<file path="config.mk">
export PLATFORM = sky130hd
export DESIGN_NAME = audio_sample_gen
export DESIGN_NICKNAME = d
export VERILOG_FILES = /design/src/rtl/audio_gen_pkg.sv /design/src/rtl/audio_nco.sv /design/src/rtl/audio_sample_gen.sv
export SDC_FILE = /design/constraint.sdc
export NUM_CORES = 1
export LEC_CHECK = 0
export BUFFER_PORTS_ARGS = -buffer_cell sky130_fd_sc_hd__buf_2
export CORE_UTILIZATION = 60
export CTS_CLUSTER_SIZE = 28
export DETAILED_ROUTE_END_ITERATION = 10
export GPL_TIMING_DRIVEN = 0
export PLACE_DENSITY = 0.81
export SETUP_SLACK_MARGIN = 0.2
export SYNTH_ARGS = -nofsm -noshare
export SYNTH_HDL_FRONTEND = slang
export SYNTH_SLANG_ARGS = --single-unit
</file>
<file path="constraint.sdc">
create_clock -name clk_pixel -period 4.7 [get_ports clk_pixel]
set_clock_uncertainty 0.15 [all_clocks]
set_input_delay 0.705 -clock clk_pixel [delete_from_list [all_inputs] [get_ports clk_pixel]]
set_output_delay 0.705 -clock clk_pixel [all_outputs]
set_load 0.02 [all_outputs]
</file>
<file path="src/rtl/audio_gen_pkg.sv">
// audio_gen_pkg: shared mode encoding, NCO increment helper and overrun counter width
package audio_gen_pkg;
  typedef enum logic [1:0] {
    MODE_SILENCE = 2'd0,
    MODE_RAMP    = 2'd1,
    MODE_SQUARE  = 2'd2
  } mode_t;
  localparam int OVR_W = 16;
  function automatic longint unsigned nco_inc(longint unsigned clk_hz, longint unsigned rate, int unsigned acc_width);
    return ((rate << acc_width) + clk_hz / 2) / clk_hz;
  endfunction
endpackage

</file>
<file path="src/rtl/audio_nco.sv">
// audio_nco: phase accumulator emitting a registered one-cycle carry strobe per wrap
module audio_nco #(
  parameter int ACC_WIDTH = 32,
  parameter logic [ACC_WIDTH-1:0] INC = 1
) (
  input  logic clk_pixel,
  input  logic reset,
  input  logic enable,
  output logic sample_tick
);
  logic [ACC_WIDTH-1:0] acc;
  always_ff @(posedge clk_pixel or posedge reset)
    if (reset) begin
      acc <= '0;
      sample_tick <= 1'b0;
    end else if (enable) begin
      {sample_tick, acc} <= {1'b0, acc} + {1'b0, INC};
    end else begin
      acc <= '0;
      sample_tick <= 1'b0;
    end
endmodule

</file>
<file path="src/rtl/audio_sample_gen.sv">
// audio_sample_gen: NCO-paced multi-channel test sample source with valid/ready output and overrun count
module audio_sample_gen
  import audio_gen_pkg::*;
#(
  parameter int unsigned CLK_HZ = 74250000,
  parameter int unsigned AUDIO_RATE = 48000,
  parameter int AUDIO_BIT_WIDTH = 16,
  parameter int NUM_CHANNELS = 2,
  parameter int ACC_WIDTH = 32,
  parameter int SQUARE_PERIOD = 48
) (
  input  logic clk_pixel,
  input  logic reset,
  input  logic enable,
  input  logic [1:0] mode,
  input  logic [AUDIO_BIT_WIDTH-1:0] step,
  output logic sample_tick,
  output logic [NUM_CHANNELS-1:0][AUDIO_BIT_WIDTH-1:0] sample_word,
  output logic sample_valid,
  input  logic sample_ready,
  output logic [OVR_W-1:0] overrun_count
);
  localparam int W = AUDIO_BIT_WIDTH;
  localparam int N = NUM_CHANNELS;
  localparam int SQ_W = SQUARE_PERIOD > 2 ? $clog2(SQUARE_PERIOD) : 1;
  localparam logic [ACC_WIDTH-1:0] INC = ACC_WIDTH'(nco_inc(CLK_HZ, AUDIO_RATE, ACC_WIDTH));
  localparam logic [SQ_W-1:0] SQ_LAST = SQ_W'(SQUARE_PERIOD - 1);
  localparam logic [SQ_W-1:0] SQ_HALF = SQ_W'(SQUARE_PERIOD / 2);
  logic [1:0] mode_q;
  logic mode_chg;
  logic [N-1:0][W-1:0] ramp_q, ramp_eff, ramp_nxt, gen_word;
  logic [SQ_W-1:0] sq_q, sq_eff, sq_nxt;
  audio_nco #(.ACC_WIDTH(ACC_WIDTH), .INC(INC)) u_nco (
    .clk_pixel(clk_pixel),
    .reset(reset),
    .enable(enable),
    .sample_tick(sample_tick)
  );
  always_comb begin
    mode_chg = mode != mode_q;
    ramp_eff = mode_chg ? '0 : ramp_q;
    sq_eff = mode_chg ? '0 : sq_q;
    sq_nxt = sq_eff == SQ_LAST ? '0 : sq_eff + 1'b1;
    ramp_nxt = '0;
    gen_word = '0;
    for (int k = 0; k < N; k++) begin
      ramp_nxt[k] = k[0] ? ramp_eff[k] - step : ramp_eff[k] + step;
      gen_word[k] = mode == MODE_RAMP ? ramp_nxt[k] :
                    mode == MODE_SQUARE ? (sq_eff < SQ_HALF ? step : -step) : '0;
    end
  end
  always_ff @(posedge clk_pixel or posedge reset)
    if (reset) begin
      mode_q <= MODE_SILENCE;
      ramp_q <= '0;
      sq_q <= '0;
      sample_word <= '0;
      sample_valid <= 1'b0;
      overrun_count <= '0;
    end else begin
      mode_q <= mode;
      ramp_q <= sample_tick ? (mode == MODE_RAMP ? ramp_nxt : '0) : ramp_eff;
      sq_q <= sample_tick ? (mode == MODE_SQUARE ? sq_nxt : '0) : sq_eff;
      if (sample_tick && sample_valid && !sample_ready) begin
        if (overrun_count != '1) overrun_count <= overrun_count + 1'b1;
      end else if (sample_tick) begin
        sample_word <= gen_word;
        sample_valid <= 1'b1;
      end else if (sample_ready) begin
        sample_valid <= 1'b0;
      end
    end
endmodule

</file>
==> results of run 1 <==
==> worst register-to-register path, cell delays in order, from the launching register on <==
cell and delay (ns):
dfrtp_1 0.37, xor2_1 0.19, nor2_1 0.18, clkbuf_1 0.45
clkbuf_1 0.52, and2_1 0.24, ha_1 0.28, and2_1 0.17
a221o_1 0.36, o21ai_2 0.22, o21bai_2 0.16, a211oi_1 0.55
o32ai_1 0.21, a21o_1 0.18
==> cell usage in the layout, fill, tap and decap left out, types with 10 or more instances in the layout <==
cell type    n
a21o_1      17
xor2_1      23
nand2_1     69
buf_2       73
inv_1       26
dfrtp_1    122
ha_1        39
nor2_1      62
nand3_1     22
xnor2_1     51
nand2b_1    10
a21oi_1     49
nor3_1      18
and2_1      57
clkbuf_1    24
clkbuf_16   17
o31ai_1     14
nand4_1     13
o21ai_0     49
==> cell usage after synthesis, types with 3 or more instances <==
cell type | count | area share [%]
o211ai_1 | 4 | 0.40
nor4_1 | 6 | 0.51
a211oi_1 | 4 | 0.40
nand2b_1 | 10 | 0.84
nand2_1 | 69 | 3.5
nor2_1 | 62 | 3.1
o21ai_2 | 3 | 0.35
o21ai_0 | 49 | 3.3
and4_1 | 3 | 0.35
nand3_1 | 22 | 1.5
dfrtp_1 | 122 | 41
o22a_1 | 7 | 0.83
nand3b_1 | 3 | 0.30
clkbuf_1 | 22 | 1.1
o31ai_1 | 14 | 1.4
a21boi_0 | 7 | 0.71
nor3b_1 | 4 | 0.40
or2_2 | 7 | 0.59
nand4_1 | 13 | 1.1
o2bb2ai_1 | 8 | 0.94
nor3_1 | 18 | 1.2
xor2_1 | 23 | 2.7
and3_1 | 6 | 0.51
a31oi_1 | 6 | 0.51
nor2b_1 | 8 | 0.67
mux2_2 | 7 | 1.1
o21a_1 | 8 | 0.81
ha_1 | 39 | 6.6
or4_1 | 3 | 0.30
and2_1 | 57 | 4.8
or3_1 | 4 | 0.34
inv_1 | 27 | 1.4
a21oi_1 | 49 | 3.3
xnor2_1 | 51 | 6.0
a21o_1 | 17 | 1.7
==> area by class of cell <==
class,instances,area [um^2],area share [%]
Buffer,26,100,1.16
Clock buffer,20,447,5.18
Clock inverter,12,149,1.73
Inverter,27,106,1.23
Multi-Input combinational cell,629,4180,48.4
Sequential cell,122,3050,35.4
Tap cell,168,210,2.44
Timing Repair Buffer,72,383,4.44
==> worst paths after layout <==
path / start / to / slack, ns / cells past startpoint
max: mode[1] / sample_word[15] / 0.34 / 14
min: reset / overrun_count[8] / 0.18 / 2
max reg2reg: mode_q[1] / sample_word[15] / 0.37 / 13
min reg2reg: overrun_count[9] / overrun_count[9] / 0.33 / 1
max in group asynchronous: reset / ramp_q[22] / 3.50 / 3
min in group clk_pixel: mode[0] / mode_q[0] / 0.31 / 1
==> per-layer routing <==
| metal | wire (um) | vias to the layer above | GRT usage [%] |
|---|---|---|---|
| li1 | - | 3040 | - |
| met1 | 8030 | 3129 | 40.7 |
| met2 | 9680 | 274 | 54.8 |
| met3 | 1420 | 86 | 7.50 |
| met4 | 971 | 0 | 19.8 |
| met5 | 0 | - | 0 |
==> registers in the layout, indices dropped and copies added, names as in the netlist <==
signal	flops
ramp_q	32
sample_word	32
u_nco.acc	32
overrun_count	16
sq_q	6
mode_q	2
sample_valid	1
u_nco.sample_tick	1
==> cell families after synthesis <==
| kind of cell | after synthesis |
|---|---|
| buffers and inverters | 53 |
| flip-flops | 122 |
| multiplexers | 9 |
| AND/OR/NAND/NOR | 304 |
| adder cells (fa/ha/maj) | 41 |
| XOR/XNOR | 74 |
| AO/OA/AOI/OAI | 201 |
==> power by group through the flow <==
stage | Sequential [W] | Clock (W) | Combinational [W]
6_report | 0.00115 | 0.00133 | 0.000335
4_1_cts | 0.00115 | 0.00133 | 0.000335
3_5_place_dp | 0.00116 | 0 | 0.000330
2_1_floorplan | 0.00115 | 0 | 0.000242
3_3_place_gp | 0.00116 | 0 | 0.000312
5_1_grt | 0.00115 | 0.00138 | 0.000372
==> stage by stage <==
stage	hold WS, ns	cell area, um^2	power (W)	std cells
2_1_floorplan	0.302	7430	0.00139	804
3_3_place_gp	0.315	8000	0.00147	1043
3_5_place_dp	0.325	8030	0.00149	1044
4_1_cts	0.208	8620	0.00281	1076
5_1_grt	0.221	8620	0.00290	1076
6_report	0.181	8620	0.00281	1076
==> reports/qor.yml, run 1 <==
synthesis:
  synth_fa_ha_area_share_pct: 7.11
  synthesis.nets: 867
  ys_seq_elements: 122
  synth_simple_gate_area_share_pct: 21.3
  yosys_warnings: 0
  synth_xor_xnor_area_share_pct: 8.72
  async_reset_ff_share_pct: 100
  avgSynthCellArea_um2: 9.24
  synth_top_family_by_area: "simple AND/OR/NAND/NOR gates"
  syn-instance-count: 804
  ys.flop_type: "dfrtp_1"
  synth_edf_count: 0
  synth-compound-area-share_pct: 17.8
  synth_area_um2: 7430
  synth.area.mux_share_pct: 1.33
  yosysSeqAreaShare_pct: 41.1
  synth_cell_type_count: 67
routing:
  wl_um: 20100
  ant_nets: 0
  first_iter_violations: 445
  dr.pass1.iters: 5
  drcViolationCount: 0
  dr_total_vias: 6529
  vias_per_cell: 6.07
  wl_per_cell_um: 18.7
placement:
  gp_congestion: 0.936
  hpwl_um: 14400
  place_ws_ns: 0.0766
  io_buffers: 71
final_layout:
  final_core_util_pct: 71.5
  fillers: 937
  areaGrowthSynthToFinish_pct: 16.1
  nNetsFinal: 958
  layout-drive-gt1-share_pct: 14.3
  n_antenna_cell: 0
cts:
  clk-insertion-delay-late_ns: 0.43
  cts_buffers: 17
  post-cts-setup-buffer-count: 0
  clock_path_buffers: 2
  cts_resized: 0
  ctsHtreeMaxLevel: 4
  cts_tree: "done"
  path_clk_slew_ns: 0.06
  hold_buffers: 0
  cts_sinks: 122
  root_buffer: "clkbuf_16"
pwr:
  p_per_area_nw_per_um2: 326
  pwr-share-clk_pct: 47.3
  switching_share_pct: 26.4
  power_switching_w: 0.000741
  pwr-share-seq_pct: 40.8
  leakage_nw: 4.20
  max-vdd-ir-drop_mv: 0.280
  power_frac_comb_pct: 11.9
  p_int_w: 0.00207
sta:
  rsz0062_at_grt: "no"
  setup_viol: 0
  period_share_pct: 92.8
  finalSetupTns_ns: 0
  fmax_mhz: 229
  hold_viol: 0
  tightestPinTransition_ns: 0.830
  slew_viol_final: 0
  setup_ws_ns: 0.338
  post-route-min-period_ns: 4.36
  slew_headroom_pct: 44.6
global_routing:
  grt-ovfl-total: 0
  grt_pass1_vias: 6576
  grt_usage_pct: 33.5
  grt_max_degree: 67
  antenna_found_initial: 0
  grt_first_pass_wirelength_um: 32800
worst_setup_path:
  path_cells: "buf_2 -> xor2_1 -> nor2_1 -> clkbuf_1 -> clkbuf_1 -> and2_1 -> ha_1 -> and2_1 -> a221o_1 -> o21ai_2 -> o21bai_2 -> a211oi_1 -> o32ai_1 -> a21o_1"
  cp_slowest_cell: "a211oi_1"
  worstSetupPathType: "in2reg"
  worstPathRequired_ns: 4.87
  worst-path-buf-inv: 3
  crit_path_start_kind: "primary input"
  end_kind: "flop"
  path_max_fanout: 10
  cp.arrival_ns: 4.53
  crit_family: "compound AO/OA/AOI/OAI gates"
  crit_path_max_incr_delay_ns: 0.55
floorplanning:
  die_area_um2: 12800
  rows: 40
  die_y_um: 113
  start_util_pct: 61.6
  io_pins: 72
  die_x_um: 113
  core_area_um2: 12100
min_path:
  hold_class: "in2async"
job:
  max_cap_violations: 0
status:
  outcome: "complete, no violations"
Note: power is estimated with default switching activity, not from simulation.
==> inputs of run 2 (changes only) <==
- CORE_UTILIZATION: 60 -> 59
- PLACE_DENSITY: 0.81 -> 0.8
==> reports/qor.yml, run 2 (synthesis gave the netlist of run 1 again) <==
status:
  outcome: "complete, no violations"  # unchanged
placement:
  gp_congestion: 0.979  # was 0.936
  dpl_cell_area_um2: 8030  # unchanged
  io_buffers: 71  # unchanged
  hpwl_um: 14200  # was 14,400 um
  place_ws_ns: 0.139  # was 0.0766 ns
sta:
  hold_viol: 0  # unchanged
  post-route-min-period_ns: 4.23  # was 4.36 ns
  slew_headroom_pct: 48.4  # was 44.6%
  rsz0062_at_grt: "no"  # unchanged
  setup_ws_ns: 0.468  # was 0.338 ns
  slew_viol_final: 0  # unchanged
  setup_viol: 0  # unchanged
  period_share_pct: 90.0  # was 92.8%
  tightestPinTransition_ns: 0.774  # was 0.830 ns
  holdWs_ns: 0.160  # was 0.181 ns
  fmax_mhz: 236  # was 229 MHz
final_layout:
  top_regs: "ramp_q (32), sample_word (32), u_nco.acc (32)"  # unchanged
  n_antenna_cell: 0  # unchanged
  final_cell_mix: "dfrtp_1, buf_2, nand2_1, nor2_1, and2_1"  # unchanged
  areaGrowthSynthToFinish_pct: 16.2  # was 16.1%
  fillers: 902  # was 937
  design_area_um2: 8640  # was 8620 um^2
  final_core_util_pct: 71.0  # was 71.5%
  nNetsFinal: 958  # unchanged
  layout-drive-gt1-share_pct: 14.4  # was 14.3%
  layout_commonest_cell: "dfrtp_1"  # unchanged
pwr:
  p_per_area_nw_per_um2: 330  # was 326 nW/um^2
  leakage_nw: 4.21  # was 4.20 nW
  power.total_w: 0.00285  # was 0.00281 W
  max-vdd-ir-drop_mv: 0.274  # was 0.280 mV
global_routing:
  grt_first_pass_wirelength_um: 32200  # was 32,800 um
  antenna_found_initial: 0  # unchanged
  grt-ovfl-total: 0  # unchanged
  grt_usage_pct: 32.5  # was 33.5%
  grt_pass1_vias: 6642  # was 6,576
  grt_max_degree: 79  # was 67
worst_setup_path:
  reg2reg_to: "ramp_q[15]"  # was sample_word[15]
  crit_path_start_kind: "primary input"  # unchanged
  cp.arrival_ns: 4.35  # was 4.53 ns
  end_kind: "flop"  # unchanged
  worstPathRequired_ns: 4.82  # was 4.87 ns
  r2r_start: "mode_q[1]"  # unchanged
  worstSetupPathType: "in2reg"  # unchanged
  r2r_cells: 13  # unchanged
  path_max_fanout: 10  # unchanged
  reg2reg_slack_ns: 0.51  # was 0.37 ns
routing:
  vias_per_cell: 6.14  # was 6.07
  first_iter_violations: 600  # was 445
  wl_um: 20000  # was 20,100 um
  ant_nets: 0  # unchanged
  dr_total_vias: 6605  # was 6,529
  drcViolationCount: 0  # unchanged
  wl_per_cell_um: 18.6  # was 18.7 um
  dr.pass1.iters: 7  # was 5
min_path:
  hold_class: "in2async"  # unchanged
cts:
  root_buffer: "clkbuf_16"  # unchanged
  hold_buffers: 0  # unchanged
  ctsHtreeMaxLevel: 4  # unchanged
  clk-insertion-delay-late_ns: 0.42  # was 0.43 ns
  post-cts-setup-buffer-count: 0  # unchanged
  cts_buffers: 17  # unchanged
  cts_resized: 0  # unchanged
  cts_sinks: 122  # unchanged
  clock_path_buffers: 2  # unchanged
  cts_tree: "done"  # unchanged
  path_clk_slew_ns: 0.05  # was 0.06 ns
job:
  max_cap_violations: 0  # unchanged
floorplanning:
  rows: 40  # unchanged
  die_area_um2: 13000  # was 12,800 um^2
  io_pins: 72  # unchanged
  core_area_um2: 12200  # was 12,100 um^2
  die_y_um: 114  # was 113 um
  die_x_um: 114  # was 113 um
  start_util_pct: 61.1  # was 61.6%
==> run 2: changes by cell type in the layout (fill, tap and decap cells not counted) <==
cell        before  now
bufinv_16        3    4
clkbuf_1        24   23
clkinv_2         4    7
clkinvlp_4       4    2
clkbuf_8         1    0
==> run 2: layout make-up <==
type | instances | area (um^2) | area share [%]
clock buffer | 18 | 429 | 4.97
sequential | 122 | 3050 | 35.4
timing repair buffer | 72 | 383 | 4.43
tap | 168 | 210 | 2.43
buffer | 26 | 100 | 1.16
inverter | 27 | 106 | 1.23
multi-input combinational | 629 | 4180 | 48.3
clock inverter | 14 | 179 | 2.07
==> run 2: report_power, final <==
part	internal, W	leakage (nW)	switching [W]	total, W
combinational	0.000132	2.24	0.000207	0.000339
clock	0.000879	0.299	0.000478	0.00136
sequential	0.00110	1.68	0.0000546	0.00115
total	0.00211	4.21	0.000740	0.00285
==> run 2: critical path, cell delays in order <==
cell and delay (ns):
buf_2 0.14, xor2_1 0.28, nor2_1 0.11, clkbuf_1 0.33
clkbuf_1 0.32, nand2_1 0.15, inv_1 0.05, ha_1 0.22
fa_1 0.48, a211oi_1 0.29, o21ai_0 0.21, and4_1 0.24
o21ai_0 0.30, a21oi_1 0.16, xnor2_1 0.28, o31ai_1 0.10
==> run 2: how the worst max path moves through the flow <==
| stage | startpoint | to | slack, ns | cells after the start |
|---|---|---|---|---|
| 4_1_cts | mode[1] | sample_word[14] | 0.55 | 16 |
| 2_1_floorplan | reset | mode_q[0] | 0.60 | 1 |
| 6_report | mode[1] | sample_word[14] | 0.47 | 16 |
| 3_5_place_dp | mode[1] | sample_word[14] | 0.14 | 16 |
| 3_3_place_gp | reset | ramp_q[5] | -0.70 | 2 |
| 5_1_grt | mode[1] | sample_word[14] | 0.22 | 16 |
==> run 2: routing by layer <==
metal / GRT usage (%) / vias to the layer above / share of wire, %
met4: 18.1 / 0 / 3.9
li1: - / 3047 / -
met2: 54.1 / 317 / 48
met5: 0 / - / 0
met3: 7.36 / 68 / 7.6
met1: 39.1 / 3173 / 40
==> run 2: through the flow <==
stage / std cells / setup TNS, ns
2_1_floorplan: 804 / 0
5_1_grt: 1076 / 0
3_3_place_gp: 1043 / -84.73
3_5_place_dp: 1044 / 0
6_report: 1076 / 0
4_1_cts: 1076 / 0
